[src/rtl/sort4_pkg.sv]
// Shared definitions for the 4-word streaming descending sorter:
// lane count, default data width and the controller state encoding.
package sort4_pkg;

  localparam int N_LANES       = 4;
  localparam int DEFAULT_WIDTH = 16;

  // Encoding 2'd3 is unused; the controller treats it as a fault and
  // returns to FILL.
  typedef enum logic [1:0] {
    FILL  = 2'd0,
    SORT  = 2'd1,
    DRAIN = 2'd2
  } state_t;

endpackage

[src/rtl/sort4_desc_core.sv]
// Combinational 4-input unsigned sorter producing y0 >= y1 >= y2 >= y3.
// Five compare-exchange elements in three layers: sort the two pairs,
// merge the extremes, then order the two middle candidates.
module sort4_desc_core
  import sort4_pkg::*;
#(
  parameter int WIDTH = DEFAULT_WIDTH
) (
  input  logic [WIDTH-1:0] a,
  input  logic [WIDTH-1:0] b,
  input  logic [WIDTH-1:0] c,
  input  logic [WIDTH-1:0] d,
  output logic [WIDTH-1:0] y0,
  output logic [WIDTH-1:0] y1,
  output logic [WIDTH-1:0] y2,
  output logic [WIDTH-1:0] y3
);

  logic [WIDTH-1:0] hi_ab, lo_ab, hi_cd, lo_cd;
  logic [WIDTH-1:0] mid_hi, mid_lo;

  // Compare-exchange network; every layer picks max/min of two values.
  always_comb begin
    hi_ab  = (a >= b) ? a : b;
    lo_ab  = (a >= b) ? b : a;
    hi_cd  = (c >= d) ? c : d;
    lo_cd  = (c >= d) ? d : c;
    y0     = (hi_ab >= hi_cd) ? hi_ab : hi_cd;
    mid_hi = (hi_ab >= hi_cd) ? hi_cd : hi_ab;
    mid_lo = (lo_ab >= lo_cd) ? lo_ab : lo_cd;
    y3     = (lo_ab >= lo_cd) ? lo_cd : lo_ab;
    y1     = (mid_hi >= mid_lo) ? mid_hi : mid_lo;
    y2     = (mid_hi >= mid_lo) ? mid_lo : mid_hi;
  end

endmodule

[src/rtl/sort4_stream_ctrl.sv]
// Streaming front end for the 4-input descending sorter. Words arrive
// serially, are parked in slot registers, sorted in one SORT cycle into
// obuf, and then returned largest first. Input and output phases never
// overlap, so a single sorter instance serves the whole stream.
module sort4_stream_ctrl
  import sort4_pkg::*;
#(
  parameter int WIDTH = DEFAULT_WIDTH,
  parameter int CNT_W = 16
) (
  input  logic             clk,
  input  logic             rst_n,
  input  logic             in_valid,
  output logic             in_ready,
  input  logic [WIDTH-1:0] in_data,
  input  logic             in_last,
  output logic             out_valid,
  input  logic             out_ready,
  output logic [WIDTH-1:0] out_data,
  output logic             out_last,
  output logic             busy,
  output logic [CNT_W-1:0] grp_cnt
);

  state_t           state;
  logic [1:0]       idx;
  logic [1:0]       k;
  logic [2:0]       n;
  logic [WIDTH-1:0] slot [N_LANES];
  logic [WIDTH-1:0] obuf [N_LANES];
  logic [WIDTH-1:0] y0, y1, y2, y3;

  // Unfilled slots are zero, and zero pads always sort to the tail, so
  // obuf[0..n-1] holds exactly the real words of a short group.
  sort4_desc_core #(
    .WIDTH (WIDTH)
  ) u_core (
    .a  (slot[0]),
    .b  (slot[1]),
    .c  (slot[2]),
    .d  (slot[3]),
    .y0 (y0),
    .y1 (y1),
    .y2 (y2),
    .y3 (y3)
  );

  // A group is in progress once any word is parked or the FSM has left FILL.
  assign busy = (state != FILL) || (idx != 2'd0);

  // Controller FSM: fill slots, sort once, drain obuf with registered outputs.
  always_ff @(posedge clk or negedge rst_n) begin
    if (!rst_n) begin
      state     <= FILL;
      idx       <= 2'd0;
      k         <= 2'd0;
      n         <= 3'd0;
      in_ready  <= 1'b1;
      out_valid <= 1'b0;
      out_data  <= '0;
      out_last  <= 1'b0;
      grp_cnt   <= '0;
      for (int i = 0; i < N_LANES; i++) begin
        slot[i] <= '0;
        obuf[i] <= '0;
      end
    end else begin
      case (state)
        FILL: begin
          if (in_valid && in_ready) begin
            slot[idx] <= in_data;
            idx       <= idx + 2'd1;
            // idx wraps to 0 on the fourth word; busy still holds via state.
            if (idx == 2'd3 || in_last) begin
              n        <= {1'b0, idx} + 3'd1;
              state    <= SORT;
              in_ready <= 1'b0;
            end
          end
        end

        SORT: begin
          obuf[0]   <= y0;
          obuf[1]   <= y1;
          obuf[2]   <= y2;
          obuf[3]   <= y3;
          k         <= 2'd0;
          out_valid <= 1'b1;
          out_data  <= y0;
          out_last  <= (n == 3'd1);
          state     <= DRAIN;
        end

        DRAIN: begin
          if (out_ready) begin
            if (out_last) begin
              state     <= FILL;
              idx       <= 2'd0;
              k         <= 2'd0;
              out_valid <= 1'b0;
              out_last  <= 1'b0;
              in_ready  <= 1'b1;
              grp_cnt   <= grp_cnt + CNT_W'(1);
              for (int i = 0; i < N_LANES; i++) begin
                slot[i] <= '0;
              end
            end else begin
              k        <= k + 2'd1;
              out_data <= obuf[k + 2'd1];
              // Next word is the last when (k+1) == n-1.
              out_last <= (({1'b0, k} + 3'd2) == n);
            end
          end
        end

        default: begin
          state     <= FILL;
          idx       <= 2'd0;
          k         <= 2'd0;
          n         <= 3'd0;
          in_ready  <= 1'b1;
          out_valid <= 1'b0;
          out_last  <= 1'b0;
          for (int i = 0; i < N_LANES; i++) begin
            slot[i] <= '0;
          end
        end
      endcase
    end
  end

endmodule
[config.mk]
export PLATFORM = sky130hd
export DESIGN_NAME = sort4_stream_ctrl
export DESIGN_NICKNAME = d
export VERILOG_FILES = /design/src/rtl/sort4_pkg.sv /design/src/rtl/sort4_desc_core.sv /design/src/rtl/sort4_stream_ctrl.sv
export SDC_FILE = /design/constraint.sdc
export NUM_CORES = 1
export LEC_CHECK = 0
export CORE_ASPECT_RATIO = 1.5
export CORE_MARGIN = 1.5
export CORE_UTILIZATION = 44
export CTS_CLUSTER_DIAMETER = 50
export DETAILED_ROUTE_END_ITERATION = 8
export PLACE_DENSITY = 0.7
export SYNTH_ARGS = -nofsm -noshare
export SYNTH_HDL_FRONTEND = slang
export SYNTH_SLANG_ARGS = --single-unit
[constraint.sdc]
create_clock -name clk -period 10.7 [get_ports clk]
set_input_delay 1.605 -clock clk [delete_from_list [all_inputs] [get_ports clk]]
set_output_delay 1.605 -clock clk [all_outputs]
set_load 0.02 [all_outputs]
* Word level (Yosys, flattened, before mapping)
Index checks and enable logic that the tools add are counted.
** Storage, ports and cells
- Register bits after elaboration :: 172
- Output and inout port bits :: 36
- Word-level logic and storage cells :: 109
** Operators by class
- Eq/ne operators :: 10
- Reductions and logical operators :: 17
- $lt $le $gt $ge :: 8
- Mux-type cells :: 47
- Bitwise logic cells :: 5
- Add/subtract/negate cells :: 5
** Operators with widths (number)
- $mux 16 :: 15
- $mux 64 :: 3
- $pmux 64 s3 :: 1
- $ge 16x16->1 :: 5
- $bwmux 64 :: 1
- $bmux 16 s2 :: 1
- $demux 16 s2 :: 1
- $pmux 16 s2 :: 1
- $add 16x1->16 const B :: 1
- $mux 2 :: 7
- $pmux 2 s3 :: 2
- $reduce_and 3->1 :: 4
- $ne 2x2->1 const B :: 5
- $pmux 1 s3 :: 3
- $mux 1 :: 8
- $reduce_and 4->1 :: 2
- $ge 3x3->1 const B :: 2
- $mux 3 :: 2
- $not 2->3 :: 2
- $pmux 3 s2 :: 1
- $reduce_bool 2->1 :: 3
- $reduce_and 5->1 :: 1
- $add 2x1->2 const B :: 2
- $eq 2x2->1 const B :: 2
- 13 further kinds :: 17

* Longest topological paths before layout
Gate-level depths: netlist of the first run.
- Depth after elaboration :: 8
- Gate-level depth with buffers :: 32
- Mapped depth without buffers :: 27

* Modules after synthesis
From an unflattened synthesis of the first run, not the netlist that was laid out.
** Unflattened totals
- Cell total of the unflattened synthesis :: 1118
- Area, all modules :: 11542.3 sq um
** Modules (own cells, without submodules)
- sort4_stream_ctrl :: cells an instance 517, area an instance 7235.7 sq um, times used 1
- sort4_desc_core :: cells an instance 601, area an instance 4306.6 sq um, times used 1

* Worst setup path after synthesis of the first run
Ideal clock, no wire load.
- Path kind :: flip-flop to flip-flop
- Start point :: register slot[37] (netlist name)
- End point :: register obuf[28] (netlist name)
- Arrival time :: 6.322 ns
- Period minus slack after synthesis :: 6.475 ns
- Slack :: 4.225 ns
- Library setup time :: 0.154 ns
- Data required time :: 10.546 ns
- Cell stages (with the launch flop) :: 30
- Cell sequence :: dfrtp_1 > inv_1 > ha_1 > and3_1 > o311a_1 > o31ai_2 > and3_1 > buf_2 > buf_2 > mux2_2 > ha_1 > a211oi_1 > o21bai_1 > a2111o_1 > a31oi_1 > o21ai_1 > buf_2 > mux2i_1 > inv_1 > ha_1 > nand2b_1 > a21o_1 > a21o_1 > a21oi_1 > o21ai_0 > a21oi_1 > o21ai_0 > nand2_1 > clkbuf_1 > o221ai_1
** Between the ends
- Longest elaborated chain between the ends :: 6
** RTL lines
- start, declared :: line sort4_stream_ctrl.sv:29 : logic [WIDTH-1:0] slot [N_LANES];
- start signal, assigned by index :: line sort4_stream_ctrl.sv:71 : slot[idx] <= in_data;
- $ge 16x16->1 :: line sort4_desc_core.sv:24, sort4_desc_core.sv:25
- $mux 16 (on tied branches) :: line sort4_desc_core.sv:24, sort4_desc_core.sv:25
- $ge 16x16->1 (on tied branches) :: line sort4_desc_core.sv:29, sort4_desc_core.sv:30
- $mux 16 (on tied branches) :: line sort4_desc_core.sv:29, sort4_desc_core.sv:30
- $ge 16x16->1 :: line sort4_desc_core.sv:33 : y2 = (mid_hi >= mid_lo) ? mid_lo : mid_hi;
- $mux 16 * :: line sort4_desc_core.sv:33
- end, declared :: line sort4_stream_ctrl.sv:30 : logic [WIDTH-1:0] obuf [N_LANES];
Every way passes the cells marked *; elsewhere a longest branch is shown, timed or not.
A chain may end at the register's enable or synchronous reset.

* Worst setup path in the final report of the first run
Ends and elaborated chain as after synthesis.

==> impl_metrics.csv, run 1 <==
group,metric,value,unit
outcome,outcome,"completed",
floorplan,die-width,131,um
yosys,ys_warn_count,0,
final_layout,drive_gt1_share,14.5,%
clock_network,insertion_delay,0.44,ns
sta,fin_tns_setup,0,ns
final_layout,area_growth,12.9,%
global_routing,track_usage,20.8,%
floorplan,num_rows,70,
final_layout,antenna_cells,0,
setup_path,cp_max_fo,28,
yosys,synth-edff-count,0,
sta,hold_viol_final,0,
setup_path,endpoint_kind,"flop",
sta,finalClockSkew,0.00683,ns
yosys,synthFlopType,"dfrtp_1",
sta,fmaxAchievable,123,MHz
route,wl_per_cell,18.5,um
yosys,synth_area,10900,sq um
placed_design,place_hpwl,19200,um
yosys,synth-seq-cells,172,
route,routed_wl,25500,um
clock_network,cts.repair.resized,0,
floorplan,dieHeight,195,um
clock_network,cts_hold_buf,0,
final_layout,fin_nets,1148,
sta,finalCriticalPeriod,8.14,ns
floorplan,start_util,44.6,%
route,via_count,7885,
clock_network,cts_setup_buffers,0,
hold_path,min_path_cells,1,
floorplan,io_pins,57,
sta,slew_viol_final,0,
route,post_drt_via_cell_ratio,5.73,
setup_path,r2r_cells,26,
floorplan,die_area,25600,sq um
placed_design,port_buffers,56,
sta,setup_violations,0,
global_routing,grt_first_pass_wirelength,42300,um
floorplan,core-area,24300,sq um
setup_path,worstSetupPathType,"flop to flop",
sta,fin_crit_sh,76.1,%
route,drc,0,
global_routing,grt_overflow_total,0,
global_routing,grt_max_degree,76,
sta,rsz0062_at_grt,"false",
clock_network,cts_tree,"done",
yosys,ys_types,60,
hold_path,hold_path.class,"flop to flop",
route,drtAntennaViolNets,0,
run,maxCapViolations,0,
yosys,ys_async_sr_fraction,100,%
clock_network,root_buffer,"clkbuf_16",
placed_design,place.gp.congestion,0.902,
clock_network,clock-sinks,172,
setup_path,required,10.95,ns
yosys,syn_avg_cell_area,10.8,sq um
global_routing,antenna_found_initial,0,
clock_network,numCtsBuffers,17,
sta,slew_headroom,22.9,%
route,detail_route.iter0.violations,365,
setup_path,critPathLaunchType,"flop",
clock_network,clk_pin_slew_worst_paths,0.06,ns
route,first_pass_iters,5,
yosys,synth_seq_area_share,39.7,%
setup_path,arrival,8.39,ns
sta,tightest_slew,1.16,ns
global_routing,grt_pass1_vias,8043,
yosys,syn_nets,1113,
clock_network,ctsHtreeMaxLevel,4,
yosys,synth_cells,1006,
clock_network,clock_path_buffers,2,
path summary, 6_finish.rpt:
path	end	from	slack, ns
worst max-delay path	obuf[28]	slot[37]	2.56
worst min-delay path	grp_cnt[15]	grp_cnt[15]	0.47
worst max register to register	obuf[28]	slot[37]	2.56
worst min register to register	grp_cnt[15]	grp_cnt[15]	0.47
max in group asynchronous	obuf[17]	rst_n	8.39
min in group asynchronous	slot[40]	rst_n	1.07
cell usage in the layout, fill, tap and decap left out, types with 13 or more instances in the layout:
cell	count
o21ai_0	43
o221ai_1	17
dfrtp_1	171
a22o_1	66
nand2_1	27
nand2b_1	35
mux2_4	13
nand3_1	21
mux4_2	16
inv_1	93
mux2_2	60
nor2b_1	22
buf_4	13
ha_1	85
clkbuf_16	17
a21oi_1	43
mux2i_1	53
nor2_1	36
a221o_1	18
clkdlybuf4s50_1	55
sequential cells by signal (all words and copies together) (netlist names):
register / flops
obuf: 64
slot: 64
grp_cnt: 16
out_data: 16
n: 3
idx: 2
k: 2
state: 2
in_ready: 1
out_last: 1
out_valid: 1
cell families after synthesis:
family	Yosys count	synth area share, %
fa+ha+maj	86	9.92
compound gates	253	17.8
xor+xnor	15	1.21
mux	146	16.6
simple gates	188	9.37
flops	172	39.7
buf+inv	146	5.36
final cells by class:
cell class,instances,area (sq um)
clock buffers,24,492
clock inverters,6,62.6
fillers,2275,12100
inverters,93,349
multi-input cells,688,5980
flip-flops and latches,172,4310
well taps,324,405
repair buffers,69,659
critical path, cell delays in order, from the launching register on:
cell and delay [ns]:
dfrtp_1 0.39, inv_1 0.06, ha_1 0.30, and3_1 0.19, o311a_1 0.34, o31ai_2 0.36, and3_1 0.57, buf_4 0.41
mux2_2 0.41, ha_1 0.31, a211oi_1 0.07, o21bai_1 0.19, a2111o_1 0.16, a31oi_1 0.17, and4_1 0.28, a22oi_1 0.87
nand3_1 0.24, and2_1 0.25, ha_1 0.28, a21o_1 0.15, a21o_1 0.17, a21oi_1 0.18, o21ai_0 0.12, a21oi_1 0.19
o21ai_0 0.19, nand2_1 0.87, o221ai_1 0.22
metrics by stage:
step	setup WS [ns]	hold slack [ns]	utilization, %	area [sq um]	std cells
floorplan	4.22	0.458	-	10900	1006
global placement	2.86	0.463	48.1	11700	1346
detailed placement	2.62	0.462	48.1	11700	1346
CTS	2.61	0.475	50.3	12300	1376
global route	2.01	0.508	50.3	12300	1376
finish	2.56	0.467	50.3	12300	1376
layer usage:
layer	global-route usage, %	up-vias	part of all wire (%)
li1	-	3786	-
met1	27.0	3915	46
met2	34.6	133	48
met3	2.83	51	2.3
met4	8.95	0	3.0
met5	0	-	0
synthesized netlist by cell type, drive strengths merged, types with 18 or more instances:
master / instances / area [sq um]
a21oi: 43 / 215
a221o: 18 / 180
a22o: 66 / 578
buf: 18 / 101
clkbuf: 35 / 131
dfrtp: 171 / 4280
ha: 86 / 1080
inv: 93 / 349
mux2: 77 / 916
mux2i: 53 / 531
nand2: 27 / 101
nand2b: 35 / 219
nand3: 21 / 105
nor2: 37 / 141
nor2b: 22 / 138
o21ai: 47 / 235
o221ai: 28 / 314
Power of run 1 is left out: the tool's default activity adds up to more than one toggle a clock period on the data nets, which glitch-free logic cannot reach.
==> run 2: changes to the inputs <==
--- a/config.mk
+++ b/config.mk
@@ -10,7 +10,7 @@
 export CORE_UTILIZATION = 44
 export CTS_CLUSTER_DIAMETER = 50
 export DETAILED_ROUTE_END_ITERATION = 8
-export PLACE_DENSITY = 0.7
+export PLACE_DENSITY = 0.72
 export SYNTH_ARGS = -nofsm -noshare
 export SYNTH_HDL_FRONTEND = slang
 export SYNTH_SLANG_ARGS = --single-unit
==> constraint.sdc (replaced) <==
create_clock -name clk -period 7.1 [get_ports clk]
set_input_delay 1.065 -clock clk [delete_from_list [all_inputs] [get_ports clk]]
set_output_delay 1.065 -clock clk [all_outputs]
set_load 0.02 [all_outputs]
==> run 2 against run 1 <==
Setup slack worse by 2.2 ns. Die area unchanged. Register-to-register slack worse by 2.2 ns. Final cell count up 3.3%. Clock-buffer cell count shrank 5. Wire length decreased by 2.9%. Via count up 2.0%.
==> impl_metrics.csv, run 2 (same netlist as run 1, synthesis figures left out) <==
group,metric,value,unit
placed_design,place.gp.congestion,0.878,
outcome,outcome,"completed",
route,drtAntennaViolNets,0,
setup_path,worstSetupPathType,"flop to flop",
setup_path,critPathLaunchType,"flop",
route,post_drt_via_cell_ratio,5.65,
hold_path,min_path_cells,1,
global_routing,grt_first_pass_wirelength,41400,um
placed_design,dpl.cell_count,1377,
sta,fin_crit_sh,95.4,%
clock_network,clock-sinks,172,
sta,holdWs,0.481,ns
setup_path,arrival,7.11,ns
route,first_pass_iters,5,
setup_path,r2r-start,"slot[0]",
route,via_count,8040,
final_layout,ff_latch_area,4310,sq um
route,wl_per_cell,17.4,um
global_routing,grt_max_degree,102,
route,detail_route.iter0.violations,404,
sta,slew_viol_final,0,
setup_path,r2r_slack,0.32,ns
final_layout,area_growth,16.9,%
final_layout,drive_gt1_share,18.6,%
floorplan,core-area,24300,sq um
final_layout,final_cell_mix,"171 x dfrtp_1, 93 x inv_1, 85 x ha_1, 66 x a22o_1, 60 x mux2_2",
sta,fin_tns_setup,0,ns
clock_network,cts_hold_buf,0,
placed_design,port_buffers,56,
setup_path,r2r_cells,26,
run,maxCapViolations,0,
floorplan,start_util,44.6,%
final_layout,top_regs,"obuf (64), slot (64)",
clock_network,ctsHtreeMaxLevel,4,
floorplan,io_pins,57,
final_layout,final_common_cell,"dfrtp_1",
placed_design,place_hpwl,19000,um
global_routing,grt_overflow_total,0,
setup_path,cp_max_fo,28,
final_layout,fin_nets,1192,
final_layout,fin_cells,1422,
sta,slew_headroom,38.1,%
sta,fmaxAchievable,148,MHz
clock_network,root_buffer,"clkbuf_16",
clock_network,insertion_delay,0.44,ns
global_routing,track_usage,20.0,%
floorplan,die_area,25600,sq um
setup_path,crit_path_start,"slot[0]",
global_routing,antenna_found_initial,0,
clock_network,numCtsBuffers,17,
sta,finalCriticalPeriod,6.78,ns
setup_path,endpoint,"obuf[44]",
final_layout,antenna_cells,0,
route,routed_wl,24700,um
floorplan,dieHeight,195,um
sta,tightest_slew,0.928,ns
hold_path,hold_path.class,"flop to flop",
clock_network,clk_pin_slew_worst_paths,0.07,ns
final_layout,post-route-util,52.1,%
clock_network,cts_tree,"done",
route,drc,0,
setup_path,endpoint_kind,"flop",
setup_path,required,7.43,ns
final_layout,fillerInstances,2197,
sta,hold_viol_final,0,
sta,setup_violations,0,
floorplan,die-width,131,um
clock_network,clock_path_buffers,2,
global_routing,grt_pass1_vias,8345,
sta,finalClockSkew,0.00812,ns
final_layout,multi_input_area,5990,sq um
floorplan,num_rows,70,
setup_path,r2r_end,"obuf[44]",
run 2: changes by cell type in the layout (fill, tap and decap cells not counted), sizes merged:
cell and change:
inv +2, bufinv +1, clkinv +1, clkinvlp +3, buf +44, clkbuf -5
run 2: critical path, cell delays in order (launching register included):
cell and delay [ns]:
dfrtp_1 0.41, ha_1 0.29, nand2b_1 0.14, a2111oi_0 0.62, o311a_1 0.33, o21ai_4 0.15
buf_4 0.21, a21oi_1 0.32, ha_1 0.32, a211oi_1 0.21, o21bai_1 0.16, a2111o_1 0.46
a31oi_2 0.29, buf_4 0.17, o21ai_2 0.06, buf_12 0.18, o21ai_1 0.33, inv_1 0.09
ha_1 0.33, a21o_1 0.18, a21o_1 0.17, a21oi_1 0.21, o211a_1 0.24, o21a_1 0.19
nand2_1 0.06, buf_4 0.28, o221ai_1 0.25
run 2: worst min-delay path by stage:
stage                     start     endpoint  slack [ns]
floorplan              obuf[23]     obuf[23]        0.46
global placement    grp_cnt[15]  grp_cnt[15]        0.46
detailed placement  grp_cnt[15]  grp_cnt[15]        0.47
CTS                 grp_cnt[15]  grp_cnt[15]        0.48
global route        grp_cnt[15]  grp_cnt[15]        0.51
finish              grp_cnt[15]  grp_cnt[15]        0.48
run 2: timing repair:
item / CTS / global route
setup endpoints to repair: 0 / 31
resized for setup: 0 / 3
setup buffers: 0 / 13
run 2: layout make-up:
type / count / area share, %
multi-input combinational: 688 / 47.2
sequential: 172 / 33.9
timing repair buffer: 113 / 8.20
clock buffer: 19 / 3.57
tap: 324 / 3.20
inverter: 93 / 2.75
clock inverter: 13 / 1.11
run 2: routing by layer:
metal  up-vias  wire length, um  GRT usage (%)
li1       3881                -              -
met2       106            12700           35.5
met3        33              540           3.06
met4         0              578           7.49
met5         -                0              0
met1      4020            10900           24.6
run 2: metrics by stage:
stage	worst slack (ns)	area (sq um)
floorplan	0.625	10900
global placement	0.299	12000
detailed placement	0.110	12000
CTS	0.0235	12600
global route	-0.00265	12700
finish	0.323	12700
Power of run 2 is left out for the same reason.
==> run 3: changes to the inputs <==
--- a/config.mk
+++ b/config.mk
@@ -5,12 +5,11 @@
 export SDC_FILE = /design/constraint.sdc
 export NUM_CORES = 1
 export LEC_CHECK = 0
-export CORE_ASPECT_RATIO = 1.5
 export CORE_MARGIN = 1.5
 export CORE_UTILIZATION = 44
 export CTS_CLUSTER_DIAMETER = 50
 export DETAILED_ROUTE_END_ITERATION = 8
-export PLACE_DENSITY = 0.72
+export PLACE_DENSITY = 0.7
 export SYNTH_ARGS = -nofsm -noshare
 export SYNTH_HDL_FRONTEND = slang
 export SYNTH_SLANG_ARGS = --single-unit
==> constraint.sdc (replaced) <==
create_clock -name clk -period 7 [get_ports clk]
set_input_delay 1.05 -clock clk [delete_from_list [all_inputs] [get_ports clk]]
set_output_delay 1.05 -clock clk [all_outputs]
set_load 0.02 [all_outputs]
==> run 3 against run 2 <==
Sequential share of layout area down 0.22 points. Wire length up 9.1%. Clock-buffer cell count down 2. Non-clock buffer count up 6. Worst hold slack about the same. Via count up 2.0%. Critical path depth up 3. Critical path type unchanged. Largest cell class unchanged.
==> impl_metrics.csv, run 3 (same netlist as run 1, synthesis figures left out) <==
group,metric,value,unit
setup_path,crit_path_start,"slot[45]",
route,post_drt_via_cell_ratio,5.74,
clock_network,clock_path_buffers,2,
final_layout,fin_nets,1200,
clock_network,clk_pin_slew_worst_paths,0.08,ns
route,first_pass_iters,4,
sta,finalClockSkew,0.0144,ns
placed_design,port_buffers,56,
clock_network,cts_tree,"done",
sta,hold_viol_final,0,
setup_path,arrival,7.02,ns
sta,fin_crit_sh,95.4,%
route,detail_route.iter0.violations,581,
sta,slew_headroom,25.6,%
clock_network,root_buffer,"clkbuf_16",
sta,finalCriticalPeriod,6.68,ns
sta,slew_viol_final,0,
final_layout,top_regs,"obuf (64), slot (64)",
run,maxCapViolations,0,
floorplan,die_area,25600,sq um
setup_path,slowest_stage,"a2111o_1",
setup_path,r2r_slack,0.32,ns
final_layout,drive_gt1_share,19.5,%
sta,tightest_slew,1.11,ns
outcome,outcome,"completed",
setup_path,r2r_end,"obuf[29]",
placed_design,place.gp.congestion,0.893,
route,routed_wl,27000,um
final_layout,final_common_cell,"dfrtp_1",
floorplan,dieHeight,160,um
sta,setup_violations,0,
route,via_count,8202,
hold_path,min_from,"grp_cnt[15]",
clock_network,ctsHtreeMaxLevel,4,
clock_network,clock-sinks,172,
setup_path,slowest_delay,0.44,ns
setup_path,r2r_cells,29,
clock_network,numCtsBuffers,17,
floorplan,io_pins,57,
sta,holdWs,0.481,ns
setup_path,required,7.34,ns
setup_path,worstSetupPathType,"flop to flop",
placed_design,place_hpwl,19500,um
floorplan,num_rows,57,
global_routing,antenna_found_initial,0,
route,drc,0,
global_routing,grt_pass1_vias,8229,
global_routing,grt_max_degree,92,
final_layout,antenna_cells,0,
setup_path,cp_max_fo,28,
route,wl_per_cell,18.9,um
route,drtAntennaViolNets,0,
floorplan,die-width,160,um
floorplan,core-area,24200,sq um
global_routing,grt_first_pass_wirelength,43800,um
final_layout,area_growth,17.7,%
setup_path,r2r-start,"slot[45]",
hold_path,hold_path.class,"flop to flop",
hold_path,min_path_cells,1,
final_layout,fillerInstances,2128,
hold_path,whs_endpoint,"grp_cnt[15]",
global_routing,track_usage,21.5,%
sta,fmaxAchievable,150,MHz
floorplan,start_util,44.8,%
setup_path,critPathLaunchType,"flop",
global_routing,grt_overflow_total,0,
clock_network,insertion_delay,0.44,ns
final_layout,final_cell_mix,"170 x dfrtp_1, 93 x inv_1, 85 x ha_1, 66 x a22o_1",
setup_path,endpoint_kind,"flop",
-- run 3: cell types whose count changed in the layout (fill, tap and decap cells not counted), sizes merged, moves of 2 or more --
cell / change
buf: +6
clkinvlp: -6
inv: +6
clkinv: +4
bufinv: -2
clkbuf: -2
-- run 3: worst max-delay path by stage --
stage | to | slack [ns]
after detailed placement | obuf[16] | -0.06
after global placement | obuf[32] | 0.12
after CTS | obuf[16] | 0.04
after floorplan | obuf[28] | 0.52
final | obuf[29] | 0.32
after global routing | obuf[42] | -0.08
-- run 3: critical path: cells and delay by family, from the launching register on --
family                     cells  cell delay [ns]
adders and majority gates      3             0.85
AOI/OAI and AO/OA             12             2.90
buffers and inverters          6             1.00
and+or+nand+nor                7             1.00
muxes                          1             0.37
DFF                            1             0.41
-- run 3: layer usage --
layer | vias to the layer above | routed length (um) | track usage [%]
met5 | - | 0 | 0
met4 | 0 | 738 | 7.35
met3 | 48 | 784 | 3.06
met2 | 159 | 13400 | 36.8
met1 | 4094 | 12100 | 27.8
li1 | 3901 | - | -
-- run 3: repair_timing --
item                                    in CTS  in global routing
pin swaps                                    1                  4
resized for setup                            1                 13
gates cloned                                 1                  1
buffers inserted                             0                  7
hold buffers                                 0                  0
endpoints found under the setup margin      30                 32
-- run 3: area by class of cell --
cell class                 instances  area [sq um]  area share [%]
clock buffer                      17           425            3.33
clock inverter                    15           176            1.38
inverter                          93           349            2.73
multi-input combinational        690          6040            47.3
sequential                       172          4310            33.7
tap                              324           405            3.17
timing repair buffer             119          1070            8.36
-- run 3: through the flow --
stage / TNS (ns) / worst slack (ns) / cell area, sq um / instances / utilization [%]
detailed placement: -0.394 / -0.0600 / 12000 / 1389 / 49.6
global placement: 0 / 0.119 / 12000 / 1389 / 49.6
CTS: 0 / 0.0378 / 12700 / 1422 / 52.2
floorplan: 0 / 0.525 / 10900 / 1006 / -
finish: 0 / 0.323 / 12800 / 1430 / 52.7
global route: -0.540 / -0.0843 / 12800 / 1430 / 52.7
Power of run 3 is left out for the same reason.
